--- config.mk ---
export PLATFORM = sky130hd
export DESIGN_NAME = ecc_op_ctrl_flat
export DESIGN_NICKNAME = d
export VERILOG_FILES = /design/src/rtl/ecc_pkg.sv /design/src/rtl/ecc_op_ctrl_if.sv /design/src/rtl/ecc_width_mask.sv /design/src/rtl/ecc_op_ctrl.sv /design/src/flat_wrapper.sv
export SDC_FILE = /design/constraint.sdc
export NUM_CORES = 1
export LEC_CHECK = 0
export CAP_MARGIN = 15
export CORE_UTILIZATION = 50
export DETAILED_ROUTE_END_ITERATION = 10
export PLACE_DENSITY = 0.95
export SYNTH_ARGS = -nofsm -noshare
export SYNTH_HDL_FRONTEND = slang
export SYNTH_HIERARCHICAL = 1
export SYNTH_SLANG_ARGS = --single-unit
--- constraint.sdc ---
create_clock -name clk -period 5.41 [get_ports clk]
set_clock_uncertainty 0.2 [all_clocks]
set_input_delay 1.3525 -clock clk [delete_from_list [all_inputs] [get_ports clk]]
set_output_delay 1.3525 -clock clk [all_outputs]
set_load 0.1 [all_outputs]
--- src/rtl/ecc_pkg.sv ---
// Shared definitions for the ECC operation controller: FSM states, op/width codes, masks.
package ecc_pkg;

    typedef enum logic [2:0] {
        IDLE,
        ENC_ISSUE,
        ENC_CAPTURE,
        DEC_ISSUE,
        DEC_CAPTURE,
        DONE
    } state_t;

    localparam logic [1:0] CTRL_ENC  = 2'd0;
    localparam logic [1:0] CTRL_DEC  = 2'd1;
    localparam logic [1:0] CTRL_FULL = 2'd2;
    localparam logic [1:0] CTRL_RSVD = 2'd3;

    localparam logic [1:0] WIDTH_8    = 2'd0;
    localparam logic [1:0] WIDTH_16   = 2'd1;
    localparam logic [1:0] WIDTH_32   = 2'd2;
    localparam logic [1:0] WIDTH_RSVD = 2'd3;

    localparam logic [31:0] MASK_8  = 32'h0000_00FF;
    localparam logic [31:0] MASK_16 = 32'h0000_FFFF;
    localparam logic [31:0] MASK_32 = 32'hFFFF_FFFF;

endpackage

--- src/rtl/ecc_op_ctrl_if.sv ---
// Host, encoder and decoder signals of the ECC operation controller.
interface ecc_op_ctrl_if #(
    parameter int AMBA_WORD = 32
);
    logic                 start;
    logic [1:0]           ctrl;
    logic [1:0]           codeword_width;
    logic [AMBA_WORD-1:0] data_in;
    logic [AMBA_WORD-1:0] noise;
    logic [AMBA_WORD-1:0] enc_data;
    logic [1:0]           enc_width;
    logic [AMBA_WORD-1:0] enc_out;
    logic [AMBA_WORD-1:0] dec_data;
    logic [AMBA_WORD-1:0] dec_out;
    logic [1:0]           dec_nerr;
    logic                 busy;
    logic [AMBA_WORD-1:0] data_out;
    logic [1:0]           num_of_errors;
    logic                 cfg_err;
    logic                 operation_done;

    modport slave (
        input  start, ctrl, codeword_width, data_in, noise, enc_out, dec_out, dec_nerr,
        output enc_data, enc_width, dec_data, busy, data_out, num_of_errors, cfg_err,
               operation_done
    );

    modport master (
        output start, ctrl, codeword_width, data_in, noise, enc_out, dec_out, dec_nerr,
        input  enc_data, enc_width, dec_data, busy, data_out, num_of_errors, cfg_err,
               operation_done
    );
endinterface

--- src/rtl/ecc_width_mask.sv ---
// Keeps the low 8/16/32 bits of a word according to a codeword width code.
module ecc_width_mask
    import ecc_pkg::*;
#(
    parameter int W = 32
) (
    input  logic [W-1:0] i_data,
    input  logic [1:0]   i_width,
    output logic [W-1:0] o_data
);

    logic [W-1:0] w_mask;

    // The reserved width code never reaches the codec, so it masks everything off.
    always_comb begin
        w_mask = '0;
        case (i_width)
            WIDTH_8:  w_mask = W'(MASK_8);
            WIDTH_16: w_mask = W'(MASK_16);
            WIDTH_32: w_mask = W'(MASK_32);
            default:  w_mask = '0;
        endcase
    end

    assign o_data = i_data & w_mask;

endmodule

--- src/rtl/ecc_op_ctrl.sv ---
// Sequences encode / decode / full-channel operations around an external registered codec.
module ecc_op_ctrl
    import ecc_pkg::*;
#(
    parameter int AMBA_WORD = 32
) (
    input  logic         clk,
    input  logic         rst,
    ecc_op_ctrl_if.slave bus
);

    state_t                         r_state, w_next;
    logic                           r_arm;
    logic [1:0]                     r_ctrl, r_width;
    logic [AMBA_WORD-1:0]           r_data, r_noise, r_enc_cap, r_data_out;
    logic [1:0]                     r_nerr;
    logic                           r_cfg_err;
    logic                           w_accept, w_rsvd, w_busy, w_done;
    logic [1:0][AMBA_WORD-1:0]      w_mask_in, w_mask_out;

    // r_arm stays low for the first edge after reset so a start held across release is dropped.
    assign w_accept = bus.start && r_arm && (r_state == IDLE);
    assign w_rsvd   = (bus.ctrl == CTRL_RSVD) || (bus.codeword_width == WIDTH_RSVD);

    always_ff @(posedge clk or negedge rst) begin
        if (!rst) begin
            r_state <= IDLE;
            r_arm   <= 1'b0;
        end else begin
            r_state <= w_next;
            r_arm   <= 1'b1;
        end
    end

    always_comb begin
        w_next = r_state;
        w_busy = 1'b1;
        w_done = 1'b0;
        case (r_state)
            IDLE: begin
                w_busy = 1'b0;
                if (w_accept) begin
                    if (w_rsvd)                    w_next = DONE;
                    else if (bus.ctrl == CTRL_DEC) w_next = DEC_ISSUE;
                    else                           w_next = ENC_ISSUE;
                end
            end
            ENC_ISSUE:   w_next = ENC_CAPTURE;
            ENC_CAPTURE: w_next = (r_ctrl == CTRL_FULL) ? DEC_ISSUE : DONE;
            DEC_ISSUE:   w_next = DEC_CAPTURE;
            DEC_CAPTURE: w_next = DONE;
            DONE: begin
                w_done = 1'b1;
                w_next = IDLE;
            end
            default: w_next = IDLE;
        endcase
    end

    // Results land in the output registers on the edge entering DONE, so they are
    // valid together with operation_done and hold until the next completion.
    always_ff @(posedge clk or negedge rst) begin
        if (!rst) begin
            r_ctrl     <= '0;
            r_width    <= '0;
            r_data     <= '0;
            r_noise    <= '0;
            r_enc_cap  <= '0;
            r_data_out <= '0;
            r_nerr     <= '0;
            r_cfg_err  <= 1'b0;
        end else begin
            if (w_accept) begin
                r_ctrl  <= bus.ctrl;
                r_width <= bus.codeword_width;
                r_data  <= bus.data_in;
                r_noise <= bus.noise;
            end
            if (w_accept && w_rsvd) begin
                r_data_out <= '0;
                r_nerr     <= '0;
                r_cfg_err  <= 1'b1;
            end
            if (r_state == ENC_CAPTURE) begin
                r_enc_cap <= bus.enc_out;
                if (r_ctrl == CTRL_ENC) begin
                    r_data_out <= bus.enc_out;
                    r_nerr     <= '0;
                    r_cfg_err  <= 1'b0;
                end
            end
            if (r_state == DEC_CAPTURE) begin
                r_data_out <= bus.dec_out;
                r_nerr     <= bus.dec_nerr;
                r_cfg_err  <= 1'b0;
            end
        end
    end

    // Lane 0 feeds the encoder, lane 1 the decoder (noise only in full-channel mode).
    assign w_mask_in[0] = r_data;
    assign w_mask_in[1] = (r_ctrl == CTRL_FULL) ? (r_enc_cap ^ r_noise) : r_data;

    for (genvar g = 0; g < 2; g++) begin : g_mask
        ecc_width_mask #(.W(AMBA_WORD)) u_mask (
            .i_data  (w_mask_in[g]),
            .i_width (r_width),
            .o_data  (w_mask_out[g])
        );
    end

    assign bus.enc_data       = w_mask_out[0];
    assign bus.dec_data       = w_mask_out[1];
    assign bus.enc_width      = r_width;
    assign bus.busy           = w_busy;
    assign bus.operation_done = w_done;
    assign bus.data_out       = r_data_out;
    assign bus.num_of_errors  = r_nerr;
    assign bus.cfg_err        = r_cfg_err;

endmodule

--- src/flat_wrapper.sv ---
// flat-port wrapper written by rule: the top's interface ports become plain ports
module ecc_op_ctrl_flat import ecc_pkg::*;
#(
    parameter int AMBA_WORD = 32
)
  (clk, rst, bus_start, bus_ctrl, bus_codeword_width, bus_data_in, bus_noise, bus_enc_out, bus_dec_out, bus_dec_nerr, bus_enc_data, bus_enc_width, bus_dec_data, bus_busy, bus_data_out, bus_num_of_errors, bus_cfg_err, bus_operation_done);
  ecc_op_ctrl_if #(.AMBA_WORD(AMBA_WORD)) bus_i ();
  input  logic clk;
  input  logic rst;
  input wire logic [$bits(bus_i.start)-1:0] bus_start;
  input wire logic [$bits(bus_i.ctrl)-1:0] bus_ctrl;
  input wire logic [$bits(bus_i.codeword_width)-1:0] bus_codeword_width;
  input wire logic [$bits(bus_i.data_in)-1:0] bus_data_in;
  input wire logic [$bits(bus_i.noise)-1:0] bus_noise;
  input wire logic [$bits(bus_i.enc_out)-1:0] bus_enc_out;
  input wire logic [$bits(bus_i.dec_out)-1:0] bus_dec_out;
  input wire logic [$bits(bus_i.dec_nerr)-1:0] bus_dec_nerr;
  output wire logic [$bits(bus_i.enc_data)-1:0] bus_enc_data;
  output wire logic [$bits(bus_i.enc_width)-1:0] bus_enc_width;
  output wire logic [$bits(bus_i.dec_data)-1:0] bus_dec_data;
  output wire logic [$bits(bus_i.busy)-1:0] bus_busy;
  output wire logic [$bits(bus_i.data_out)-1:0] bus_data_out;
  output wire logic [$bits(bus_i.num_of_errors)-1:0] bus_num_of_errors;
  output wire logic [$bits(bus_i.cfg_err)-1:0] bus_cfg_err;
  output wire logic [$bits(bus_i.operation_done)-1:0] bus_operation_done;
  assign bus_i.start = bus_start;
  assign bus_i.ctrl = bus_ctrl;
  assign bus_i.codeword_width = bus_codeword_width;
  assign bus_i.data_in = bus_data_in;
  assign bus_i.noise = bus_noise;
  assign bus_i.enc_out = bus_enc_out;
  assign bus_i.dec_out = bus_dec_out;
  assign bus_i.dec_nerr = bus_dec_nerr;
  assign bus_enc_data = bus_i.enc_data;
  assign bus_enc_width = bus_i.enc_width;
  assign bus_dec_data = bus_i.dec_data;
  assign bus_busy = bus_i.busy;
  assign bus_data_out = bus_i.data_out;
  assign bus_num_of_errors = bus_i.num_of_errors;
  assign bus_cfg_err = bus_i.cfg_err;
  assign bus_operation_done = bus_i.operation_done;
  ecc_op_ctrl #(.AMBA_WORD(AMBA_WORD)) u_core (.clk(clk), .rst(rst), .bus(bus_i));
endmodule
==> metrics.yaml <==
clock_network:
  clkTransAtPathRegs_ns: 0.05
  clkLatencyLatePin_ns: 0.41
  tritoncts: "yes"
  cts_setup_buffers: 0
  cts_num_sinks: 139
  postCtsHoldBufs: 0
  ctsLongestPathBuffers: 2
  cts_resized: 0
  numCtsBuffers: 17
  htreeDepth: 4
  cts_root_buffer: "clkbuf_16"
timing:
  maxSlewHeadroom: 0.321
  tightestPinTransition_ns: 1.02
  finalWorstSetupSlack_ns: 0.473
  fin_crit_sh: 0.913
  hold_violations: 0
  rsz0062_at_grt: "no"
  tns_ns: 0
  setup-violations-final: 0
  max_freq_ghz: 0.203
  fin_crit_ns: 4.94
  drv_slew: 0
floorplanning:
  die_h_um: 120
  die_width_um: 120
  die-area_um2: 14500
  initial_core_util: 0.521
  io_pins: 240
  core-area_um2: 13500
  row_count: 42
synthesis:
  synth.most_common_cell: "dfrtp_1"
  async_reset_ff_frac: 1.00
  ys_seq_elements: 139
  synth_top_area_share: 0.497
  synthesis.nets: 754
  synth_enable_flop_cells: 0
  synth_area_leader_cell: "dfrtp_1"
  ys_types: 35
  synth-seq-area-share: 0.497
  synth_common_cells: "139 x dfrtp_1, 80 x mux2_2, 65 x o21ai_0"
  synthesis.area_um2: 7000
  synth_warnings: 6
  syn_area_per_cell_um2: 11.4
  synth_flop_cell: "dfrtp_1"
  synth_area_leaders: "dfrtp_1 50%, mux2_2 13%, o21ai_0 4.6%"
  synthCells: 613
worst_setup_path:
  cp.arrival_ns: 3.38
  cp-startpoint: "u_core/r_ctrl[0]"
  rr_worst_depth: 5
  r2r_slack_ns: 2.87
  rr_endpoint: "u_core/bus.data_out[10]"
  r2r_start: "u_core/r_state[0]"
  worst_setup_path_start_kind: "flip-flop"
  worstSetupEndpointType: "output pin"
  critPathRequiredTime_ns: 3.86
  cp_max_fo: 43
  critPathKind: "reg -> out"
finish:
  areaGrowthSynthToFinish_pct: 43.2
  drive_above_1_share: 0.182
  antennaDiodeCount: 0
  final_cells: 1024
  fin_nets: 977
placement:
  dp_slack_ns: 0.921
  placed_cells: 993
  dp_hpwl_um: 14000
  place.port_buffers: 239
  gp_congestion: 0.874
grt:
  grt_pass1_vias: 5967
  grt.busiest_layer: "met2"
  grt_util_all_layers: 0.287
  grt_max_degree: 112
  overflow: 0
  grt_util_met2: 0.482
  grt_pass1_wl_um: 31600
  grtUsageMet3: 0.0689
  gr-usage-met1: 0.347
  antenna_found_initial: 0
hold_path:
  hold_depth: 1
  min_to: "u_core/r_data[20]"
  hp-start: "u_core/r_data[20]"
  hold_path_class: "reg -> reg"
detailed_routing:
  drt-pass1-iter-count: 5
  first_iter_violations: 381
  wirelength_um: 19800
  drc: 0
  wl_per_cell_um: 19.4
  ant_nets: 0
  num_vias: 5674
  drt-vias-per-instance: 5.54
job:
  maxCapViolCount: 0
run_status:
  status: "finished clean"
-- kinds of logic after synthesis --
| family | after synthesis | synth area share |
|---|---|---|
| other | 1 | 0.000535 |
| adders and majority gates | 4 | 0.00715 |
| buffers and inverters | 51 | 0.0402 |
| and+or+nand+nor | 115 | 0.0995 |
| xor gates and xnor gates | 32 | 0.0400 |
| muxes | 100 | 0.161 |
| AOI/OAI and AO/OA | 171 | 0.155 |
| DFF | 139 | 0.497 |
-- routing by layer --
metal  up-vias  wire length, µm
met1      2760             8050
met3        49             1230
met4         0              691
li1       2625                -
met5         -                0
met2       240             9850
-- metrics by stage --
| step | area, µm² | utilization | hold slack (ns) |
|---|---|---|---|
| after floorplan | 7000 | - | 0.272 |
| after global placement | 9460 | 0.703 | 0.285 |
| after detailed placement | 9460 | 0.703 | 0.295 |
| after CTS | 10000 | 0.746 | 0.308 |
| after global routing | 10000 | 0.746 | 0.338 |
| final | 10000 | 0.746 | 0.307 |
-- worst max-delay path by stage --
stage | slack (ns) | cells past startpoint | to
after global routing | 0.28 | 6 | bus_dec_data[7]
final | 0.47 | 6 | bus_dec_data[7]
after CTS | 0.46 | 6 | bus_dec_data[7]
after floorplan | 1.03 | 3 | bus_dec_data[10]
after global placement | 1.05 | 5 | bus_dec_data[9]
after detailed placement | 0.92 | 6 | bus_dec_data[7]
-- cell type report --
type	instances	area [µm²]
multi-input combinational	423	3270
clock buffer	24	482
timing repair buffer	250	2470
fill	914	3420
sequential	139	3480
clock inverter	7	90.1
inverter	5	18.8
tap	176	220
-- state kept, by name (all words and copies together) (netlist names) --
| register | flops |
|---|---|
| u_core/bus.enc_width | 2 |
| u_core/r_arm | 1 |
| u_core/bus.data_out | 32 |
| u_core/r_noise | 32 |
| u_core/r_enc_cap | 32 |
| u_core/bus.cfg_err | 1 |
| u_core/r_state | 3 |
| u_core/r_ctrl | 2 |
| u_core/bus.num_of_errors | 2 |
| u_core/r_data | 32 |
-- layout by cell type (no fill, tap or decap), types with 17 or more instances in the layout --
| cell | Yosys | routed |
|---|---|---|
| o21bai_1 | 32 | 32 |
| xnor2_1 | 32 | 32 |
| mux2_1 | 20 | 20 |
| o21ai_0 | 65 | 65 |
| a21oi_1 | 33 | 33 |
| clkdlybuf4s50_1 | 0 | 236 |
| mux2_2 | 80 | 80 |
| dfrtp_1 | 139 | 139 |
| nand2_1 | 36 | 36 |
| and2_2 | 24 | 24 |
| clkbuf_16 | 0 | 17 |
| o32ai_1 | 34 | 34 |
| nor2b_1 | 33 | 32 |
-- critical path: stages, from the launching register on --
cell and delay, ns:
dfrtp_1 0.42, nand2b_2 0.69, buf_4 0.35, nand2_1 0.09, o21ai_0 0.07, nor2b_1 0.18
clkdlybuf4s50_1 1.15
Power is not shown: default switching activity piles up to over one toggle a cycle in this logic, so the estimate is an artifact.
